<file path="config.mk">
export PLATFORM = sky130hd
export DESIGN_NAME = ram_arbiter_flat
export DESIGN_NICKNAME = d
export VERILOG_FILES = /design/src/rtl/ram_arbiter_if.sv /design/src/rtl/ram_arbiter.sv /design/src/flat_wrapper.sv
export SDC_FILE = /design/constraint.sdc
export NUM_CORES = 1
export LEC_CHECK = 0
export BUFFER_PORTS_ARGS = -buffer_cell sky130_fd_sc_hd__buf_2
export CORE_ASPECT_RATIO = 0.7
export CORE_UTILIZATION = 49
export CTS_BUF_LIST = sky130_fd_sc_hd__clkbuf_16
export CTS_CLUSTER_SIZE = 24
export DETAILED_ROUTE_END_ITERATION = 8
export PLACE_DENSITY_LB_ADDON = 0.08
export SLEW_MARGIN = 25
export SYNTH_ARGS = -nofsm -noshare
export SYNTH_HDL_FRONTEND = slang
export SYNTH_SLANG_ARGS = --single-unit
</file>
<file path="constraint.sdc">
create_clock -name clk -period 4.3 [get_ports clk]
set_input_delay 0.43 -clock clk [delete_from_list [all_inputs] [get_ports clk]]
set_output_delay 0.43 -clock clk [all_outputs]
set_load 0.005 [all_outputs]
</file>
<file path="src/rtl/ram_arbiter_if.sv">
// rtl/ram_arbiter_if.sv - requester, clear and RAM-side signals of the RAM arbiter
interface ram_arbiter_if #(
   parameter int AW = 10,
   parameter int DW = 32
);
   logic          AReq;
   logic          AWe;
   logic [AW-1:0] AAddr;
   logic [DW-1:0] AWdata;
   logic          AAck;
   logic [DW-1:0] ARdata;

   logic          BReq;
   logic          BWe;
   logic [AW-1:0] BAddr;
   logic [DW-1:0] BWdata;
   logic          BAck;
   logic [DW-1:0] BRdata;

   logic          ClrReq;
   logic          Busy;

   logic [AW-1:0] RamAddr;
   logic [DW-1:0] RamDin;
   logic          RamStore;
   logic          RamClear;
   logic [DW-1:0] RamData;

   modport slave (
      input  AReq, AWe, AAddr, AWdata,
      input  BReq, BWe, BAddr, BWdata,
      input  ClrReq, RamData,
      output AAck, ARdata, BAck, BRdata, Busy,
      output RamAddr, RamDin, RamStore, RamClear
   );

   modport master (
      output AReq, AWe, AAddr, AWdata,
      output BReq, BWe, BAddr, BWdata,
      output ClrReq, RamData,
      input  AAck, ARdata, BAck, BRdata, Busy,
      input  RamAddr, RamDin, RamStore, RamClear
   );
endinterface

</file>
<file path="src/rtl/ram_arbiter.sv">
// rtl/ram_arbiter.sv - round-robin two-port sequencer for a single-port RAM with clear scheduling
module ram_arbiter #(
   parameter int AW = 10,
   parameter int DW = 32
) (
   input  logic         clk,
   input  logic         rst_n,
   ram_arbiter_if.slave bus
);
   typedef enum logic [1:0] {IDLE, SERVE, DONE, CLEAR} state_t;

   state_t        state, state_nxt;
   logic          last;      // 1 = port B was granted last
   logic          win_b;
   logic          clr_pend;
   logic          a_ack, b_ack;
   logic [DW-1:0] a_rdata, b_rdata;
   logic [AW-1:0] ram_addr;
   logic [DW-1:0] ram_din;
   logic          ram_store, ram_clear;
   logic          clr_now, grant_a, grant_b;

   always_comb begin
      clr_now   = bus.ClrReq | clr_pend;
      grant_a   = bus.AReq & (~bus.BReq | last);
      grant_b   = bus.BReq & (~bus.AReq | ~last);
      state_nxt = state;
      case (state)
         IDLE: begin
            if (clr_now)
               state_nxt = CLEAR;
            else if (grant_a | grant_b)
               state_nxt = SERVE;
         end
         SERVE:   state_nxt = DONE;
         DONE:    state_nxt = IDLE;
         CLEAR:   state_nxt = IDLE;
         default: state_nxt = IDLE;
      endcase
   end

   always_ff @(posedge clk or negedge rst_n) begin
      if (!rst_n)
         state <= IDLE;
      else
         state <= state_nxt;
   end

   always_ff @(posedge clk or negedge rst_n) begin
      if (!rst_n) begin
         last      <= 1'b1;
         win_b     <= 1'b0;
         clr_pend  <= 1'b0;
         a_ack     <= 1'b0;
         b_ack     <= 1'b0;
         a_rdata   <= '0;
         b_rdata   <= '0;
         ram_addr  <= '0;
         ram_din   <= '0;
         ram_store <= 1'b0;
         ram_clear <= 1'b0;
      end else begin
         a_ack     <= 1'b0;
         b_ack     <= 1'b0;
         ram_clear <= 1'b0;
         // Pulses arriving during CLEAR are absorbed by the clear in progress.
         if (state == CLEAR)
            clr_pend <= 1'b0;
         else if (bus.ClrReq)
            clr_pend <= 1'b1;

         case (state)
            IDLE: begin
               if (clr_now) begin
                  ram_clear <= 1'b1;
                  ram_store <= 1'b0;
               end else if (grant_a) begin
                  ram_addr  <= bus.AAddr;
                  ram_din   <= bus.AWdata;
                  ram_store <= bus.AWe;
                  win_b     <= 1'b0;
                  last      <= 1'b0;
               end else if (grant_b) begin
                  ram_addr  <= bus.BAddr;
                  ram_din   <= bus.BWdata;
                  ram_store <= bus.BWe;
                  win_b     <= 1'b1;
                  last      <= 1'b1;
               end
            end
            SERVE: begin
               if (!ram_store) begin
                  if (win_b)
                     b_rdata <= bus.RamData;
                  else
                     a_rdata <= bus.RamData;
               end
               ram_store <= 1'b0;
               if (win_b)
                  b_ack <= 1'b1;
               else
                  a_ack <= 1'b1;
            end
            default: ;
         endcase
      end
   end

   assign bus.Busy     = (state != IDLE) | clr_pend;
   assign bus.AAck     = a_ack;
   assign bus.BAck     = b_ack;
   assign bus.ARdata   = a_rdata;
   assign bus.BRdata   = b_rdata;
   assign bus.RamAddr  = ram_addr;
   assign bus.RamDin   = ram_din;
   assign bus.RamStore = ram_store;
   assign bus.RamClear = ram_clear;
endmodule
</file>
<file path="src/flat_wrapper.sv">
// flat-port wrapper written by rule: the top's interface ports become plain ports
module ram_arbiter_flat 
#(
   parameter int AW = 10,
   parameter int DW = 32
)
  (clk, rst_n, bus_AReq, bus_AWe, bus_AAddr, bus_AWdata, bus_BReq, bus_BWe, bus_BAddr, bus_BWdata, bus_ClrReq, bus_RamData, bus_AAck, bus_ARdata, bus_BAck, bus_BRdata, bus_Busy, bus_RamAddr, bus_RamDin, bus_RamStore, bus_RamClear);
  ram_arbiter_if #(.AW(AW), .DW(DW)) bus_i ();
  input  logic clk;
  input  logic rst_n;
  input wire logic [$bits(bus_i.AReq)-1:0] bus_AReq;
  input wire logic [$bits(bus_i.AWe)-1:0] bus_AWe;
  input wire logic [$bits(bus_i.AAddr)-1:0] bus_AAddr;
  input wire logic [$bits(bus_i.AWdata)-1:0] bus_AWdata;
  input wire logic [$bits(bus_i.BReq)-1:0] bus_BReq;
  input wire logic [$bits(bus_i.BWe)-1:0] bus_BWe;
  input wire logic [$bits(bus_i.BAddr)-1:0] bus_BAddr;
  input wire logic [$bits(bus_i.BWdata)-1:0] bus_BWdata;
  input wire logic [$bits(bus_i.ClrReq)-1:0] bus_ClrReq;
  input wire logic [$bits(bus_i.RamData)-1:0] bus_RamData;
  output wire logic [$bits(bus_i.AAck)-1:0] bus_AAck;
  output wire logic [$bits(bus_i.ARdata)-1:0] bus_ARdata;
  output wire logic [$bits(bus_i.BAck)-1:0] bus_BAck;
  output wire logic [$bits(bus_i.BRdata)-1:0] bus_BRdata;
  output wire logic [$bits(bus_i.Busy)-1:0] bus_Busy;
  output wire logic [$bits(bus_i.RamAddr)-1:0] bus_RamAddr;
  output wire logic [$bits(bus_i.RamDin)-1:0] bus_RamDin;
  output wire logic [$bits(bus_i.RamStore)-1:0] bus_RamStore;
  output wire logic [$bits(bus_i.RamClear)-1:0] bus_RamClear;
  assign bus_i.AReq = bus_AReq;
  assign bus_i.AWe = bus_AWe;
  assign bus_i.AAddr = bus_AAddr;
  assign bus_i.AWdata = bus_AWdata;
  assign bus_i.BReq = bus_BReq;
  assign bus_i.BWe = bus_BWe;
  assign bus_i.BAddr = bus_BAddr;
  assign bus_i.BWdata = bus_BWdata;
  assign bus_i.ClrReq = bus_ClrReq;
  assign bus_i.RamData = bus_RamData;
  assign bus_AAck = bus_i.AAck;
  assign bus_ARdata = bus_i.ARdata;
  assign bus_BAck = bus_i.BAck;
  assign bus_BRdata = bus_i.BRdata;
  assign bus_Busy = bus_i.Busy;
  assign bus_RamAddr = bus_i.RamAddr;
  assign bus_RamDin = bus_i.RamDin;
  assign bus_RamStore = bus_i.RamStore;
  assign bus_RamClear = bus_i.RamClear;
  ram_arbiter #(.AW(AW), .DW(DW)) u_core (.clk(clk), .rst_n(rst_n), .bus(bus_i));
endmodule
</file>
Yosys cells after proc, flatten, opt, wreduce, memory -nomap -nowiden

Index checks and enable logic that the tools add are counted.

Input bits: 123
Flip-flop bits (word level): 115
Logic and storage cells: 61

Multiplexer cells: 21
Bitwise operators: 13
Equality and inequality tests: 5
Reduce and logical (&&, ||, !) cells: 10

Operator list:

| cell                                                                     | number |
|---|---|
| 32-bit two-way mux                                                       | 2 |
| 10-bit two-way mux                                                       | 2 |
| 1-bit two-way mux                                                        | 13 |
| 3-bit AND reduction                                                      | 3 |
| 2-bit nonzero test                                                       | 4 |
| 1-bit NOT                                                                | 6 |
| 2-bit one-hot mux with 3 select lines                                    | 1 |
| 1-bit bitwise OR                                                         | 5 |
| 2-bit equality test (second input constant)                              | 2 |
| 2-bit two-way mux                                                        | 2 |
| 4-bit by 1-bit inequality test with 1-bit output (second input constant) | 1 |
| 3-bit by 1-bit inequality test with 1-bit output (second input constant) | 1 |
| 1-bit bitwise AND                                                        | 2 |
| 2-bit by 1-bit equality test with 1-bit output (second input constant)   | 1 |
| 2-bit logical NOT                                                        | 1 |
| 1-bit one-hot mux with 2 select lines                                    | 1 |
| 2-bit AND reduction                                                      | 1 |
| 2-bit OR reduction                                                       | 1 |

Depth between registers and ports, before layout

Word-level depth: 7
Mapped depth: 6
Gate-level depth less buffers: 4

Worst setup path before layout

Ideal clock, no wire load.

Path kind: reg-to-reg
From: register u_core.state[1]
To: register u_core.a_rdata[11] (netlist: u_core.bus.ARdata[11])
Path slack: 2.813 ns
Required time: 4.175 ns
Cell stages (with the launch flop): 5
Library setup time: 0.125 ns
Arrival: 1.362 ns
Clock period less this slack: 1.487 ns
Path through: dfrtp_1 nand2b_4 nor3_4 buf_6 mux2_2

Word-level cells in the longest chain between the ends: 2

RTL lines:

| what                                           | line              | text |
|---|---|---|
| from (decl)                                    | ram_arbiter.sv:12 | `state_t state, state_nxt;` |
| from (signal assigned)                         | ram_arbiter.sv:46 | `state <= state_nxt;` |
| 2-bit by 1-bit equality test with 1-bit output | ram_arbiter.sv:72 | `case (state)` |
| 3-bit AND reduction (no source line)           | n/a               |  |
| to (signal assigned)                           | ram_arbiter.sv:96 | `a_rdata <= bus.RamData;` |
| to (decl)                                      | ram_arbiter.sv:17 | `logic [DW-1:0] a_rdata, b_rdata;` |

No other way between the ends.
A chain may end at the register's enable or synchronous reset.

Final worst setup path

From: register u_core.last
To: register u_core.ram_din[19] (netlist: u_core.bus.RamDin[19])

Word-level cells in the longest chain between the ends: 5
Elaborated cells on any way between the ends: 8
Those cells by class: mux: 1; bitwise: 5; reduce/logical: 2

RTL lines:

| what                                 | line              | text |
|---|---|---|
| from (decl)                          | ram_arbiter.sv:13 | `logic last;` |
| from (signal assigned)               | ram_arbiter.sv:51 | `last <= 1'b1;` |
| from (signal assigned)               | ram_arbiter.sv:82 | `last <= 1'b0;` |
| from (signal assigned)               | ram_arbiter.sv:88 | `last <= 1'b1;` |
| 1-bit NOT                            | ram_arbiter.sv:26 | `grant_b = bus.BReq & (~bus.AReq \| ~last);` |
| 1-bit bitwise OR                     | ram_arbiter.sv:26 |  |
| 1-bit bitwise AND                    | ram_arbiter.sv:26 |  |
| 2-bit nonzero test (no source line)  | n/a               |  |
| 3-bit AND reduction (no source line) | n/a               |  |
| to (signal assigned)                 | ram_arbiter.sv:79 | `ram_din <= bus.AWdata;` |
| to (signal assigned)                 | ram_arbiter.sv:85 | `ram_din <= bus.BWdata;` |
| to (decl)                            | ram_arbiter.sv:19 | `logic [DW-1:0] ram_din;` |

Several ways; a longest one is shown, not always the timed one.

==> results.toml <==
[yosys]
syn_avg_cell_area_um2 = 13.6
synth_most_common_cell = "dfrtp_1"
synth_edf_count = 0
yosysWarnings = 0
synth_xor_area_share_pct = 0
netlist_instances = 351
yosys.area_share.simple_pct = 6.04
synth_top_family_by_area = "multiplexers"
yosysSeqAreaShare_pct = 60.5
synthTopCellsByArea = "dfrtp_1, mux2_2, mux2i_1"
synth_compound_area_share_pct = 5.62
synth-main-ff-cell = "dfrtp_1"
yosys-top-cells-count = "dfrtp_1, mux2_2, mux2i_1, nand2_1, o21ai_1"
synth_top_cell_area_share_pct = 59.9
synthMuxAreaShare_pct = 24.2
async_reset_ff_share_pct = 100
synthesis.area_um2 = 4760
ys_types = 26
synth_largest_area_cell = "dfrtp_1"
ys_seq_elements = 115
synth_fp_nets = 474
synth-adder-area-share_pct = 0

[hold_path]
holdPathEnd = "u_core.bus.ARdata[14]"
hp-class = "input pin to flop"
holdPathStages = 2
min-delay-start = "bus_RamData[14]"

[floorplanning]
die_y_um = 84.5
start_util_pct = 51.5
row_count = 29
fp.dieW_um = 120
io_pins = 234
coreArea_um2 = 9250
dieArea_um2 = 10100

[sta]
worst_slew_pin_slew_ps = 778
fin_ws_ps = 2350
setup_violations = 0
rsz0062_at_grt = "false"
totalNegativeSetupSlack_ps = 0
period_minus_slack_ps = 1950
fin_crit_sh_pct = 45.4
skew_ps = 3.61
hold_viol = 0
drv_slew = 0
slew_headroom_pct = 47.9
clock.fmax_mhz = 512

[setup_path]
cp.required_ps = 4560
r2r_cells = 5
regToRegStartpoint = "u_core.last"
crit_type = "flop to flop"
critPathBufInv = 1
path_max_fanout = 24
critPathCaptureType = "flop"
crit_family = "simple AND/OR/NAND/NOR gates"
cp_slowest_stage_delay_ps = 480
crit_chain = "nand2b_1, nand2_2, buf_4, mux2i_1, o21ai_1"
cp-start-kind = "flop"
cp_slowest_cell = "buf_4"
rrSetupSlack_ps = 2350
critPathArrivalTime_ps = 2220
rr_endpoint = "u_core.bus.RamDin[19]"

[clock_network]
cts_tree = "yes"
cts.htree.levels = 4
numCtsBuffers = 17
clockBufferDepth = 2
clkLatencyLatePin_ps = 400
cts_setup_buffers = 0
root_buffer = "clkbuf_16"
clk_pin_slew_ps = 50
cts_resized = 0
cts_sinks = 115
postCtsHoldBufs = 1

[layout]
syn_to_final_growth_pct = 39.0
utilization_pct = 71.5
final_cell_area_um2 = 6620
num_antenna_cells = 0
drive_gt1_share_pct = 55.7
final_nets = 713

[placed_design]
placed_area_um2 = 5970
pre_cts_ws_ps = 2160
gp_congestion = 0.743
io_buffers = 233
dp_hpwl_um = 7980

[route]
drt-total-wl_um = 10800
wl_per_cell_um = 14.9
vias = 3531
first_pass_iters = 4
ant_nets = 0
initialDrtViolationCount = 169
drc = 0
viasPerCell = 4.86

[status]
status = "finished clean"

[power_and_ir_drop]
power_density_nw_per_um2 = 748
p_leak_nw = 3.48
vdd_drop_max_v = 0.000458

[grt]
grt_util_all_layers_pct = 23.0
grt_overflow = 0
grt_pass1_wl_um = 17500
antenna_found_initial = 0
grt_pass1_vias = 3588
grt_max_degree = 54

[run]
cap_violations = 0
[per-layer routing]
| layer | global-route usage, % | wire [µm] |
|---|---|---|
| met1 | 28.3 | 4610 |
| met2 | 37.5 | 5310 |
| met3 | 7.61 | 755 |
| met4 | 9.43 | 174 |
| met5 | 0 | 0 |
[metrics by stage]
step / total power [W] / cells / hold slack (ps)
2_1_floorplan: 0.00273 / 351 / 134
3_3_place_gp: 0.00339 / 694 / 396
3_5_place_dp: 0.00346 / 694 / 402
4_1_cts: 0.00501 / 727 / 246
5_1_grt: 0.00527 / 727 / 244
6_report: 0.00495 / 727 / 258
[worst max-delay path by stage]
stage                    startpoint                     to  slack (ps)  depth (start not counted)
global placement           bus_BReq  u_core.bus.RamDin[19]        2250                          6
detailed placement         bus_BReq  u_core.bus.RamDin[19]        2160                          6
floorplan           u_core.state[1]  u_core.bus.ARdata[11]        2810                          4
finish                  u_core.last  u_core.bus.RamDin[19]        2350                          5
CTS                     u_core.last  u_core.bus.RamDin[19]        2320                          5
global route        u_core.state[0]  u_core.bus.RamDin[30]        2220                          5
[worst reg2reg max path, delay by kind of cell, from the launching register on]
family,cells,cell delay (ps)
AND/OR/NAND/NOR,2,600
buffers and inverters,1,480
flip-flops,1,370
AO/OA/AOI/OAI,1,90
multiplexers,1,280
[layout make-up]
| type | instances | area (µm²) |
|---|---|---|
| well taps | 124 | 155 |
| fillers | 666 | 2630 |
| clock inverters | 15 | 219 |
| multi-input cells | 215 | 1710 |
| inverters | 1 | 3.75 |
| flip-flops and latches | 115 | 2880 |
| clock buffers | 17 | 425 |
| repair buffers | 240 | 1220 |
[cell usage in the layout (no fill, tap or decap), types with 4 or more instances in the layout]
cell / instances
buf_2: 232
dfrtp_1: 114
mux2_2: 60
mux2i_1: 43
nand2_1: 42
o21ai_1: 39
clkbuf_16: 17
buf_4: 7
bufinv_16: 6
nor2_1: 4
mux2_1: 4
clkinv_1: 4
clkinv_2: 4
[cells by family after synthesis]
family | count (synthesis)
buffers and inverters | 21
flip-flops | 115
multiplexers | 107
AND/OR/NAND/NOR | 58
AO/OA/AOI/OAI | 50
[registers in the layout, summed over array words and instances, names as in the netlist, 2 cells and up]
register            flops
u_core.bus.RamDin      32
u_core.state            2
u_core.bus.BRdata      32
u_core.bus.RamAddr     10
u_core.bus.ARdata      32
[power by group]
part           switching (W)  total (W)  internal (W)  leakage [nW]
sequential          0.000289    0.00190       0.00162          1.40
combinational       0.000674    0.00152      0.000846          1.76
clock               0.000460    0.00153       0.00107         0.322
total                0.00142    0.00495       0.00353          3.48
Power figures use the tool's default switching activity.
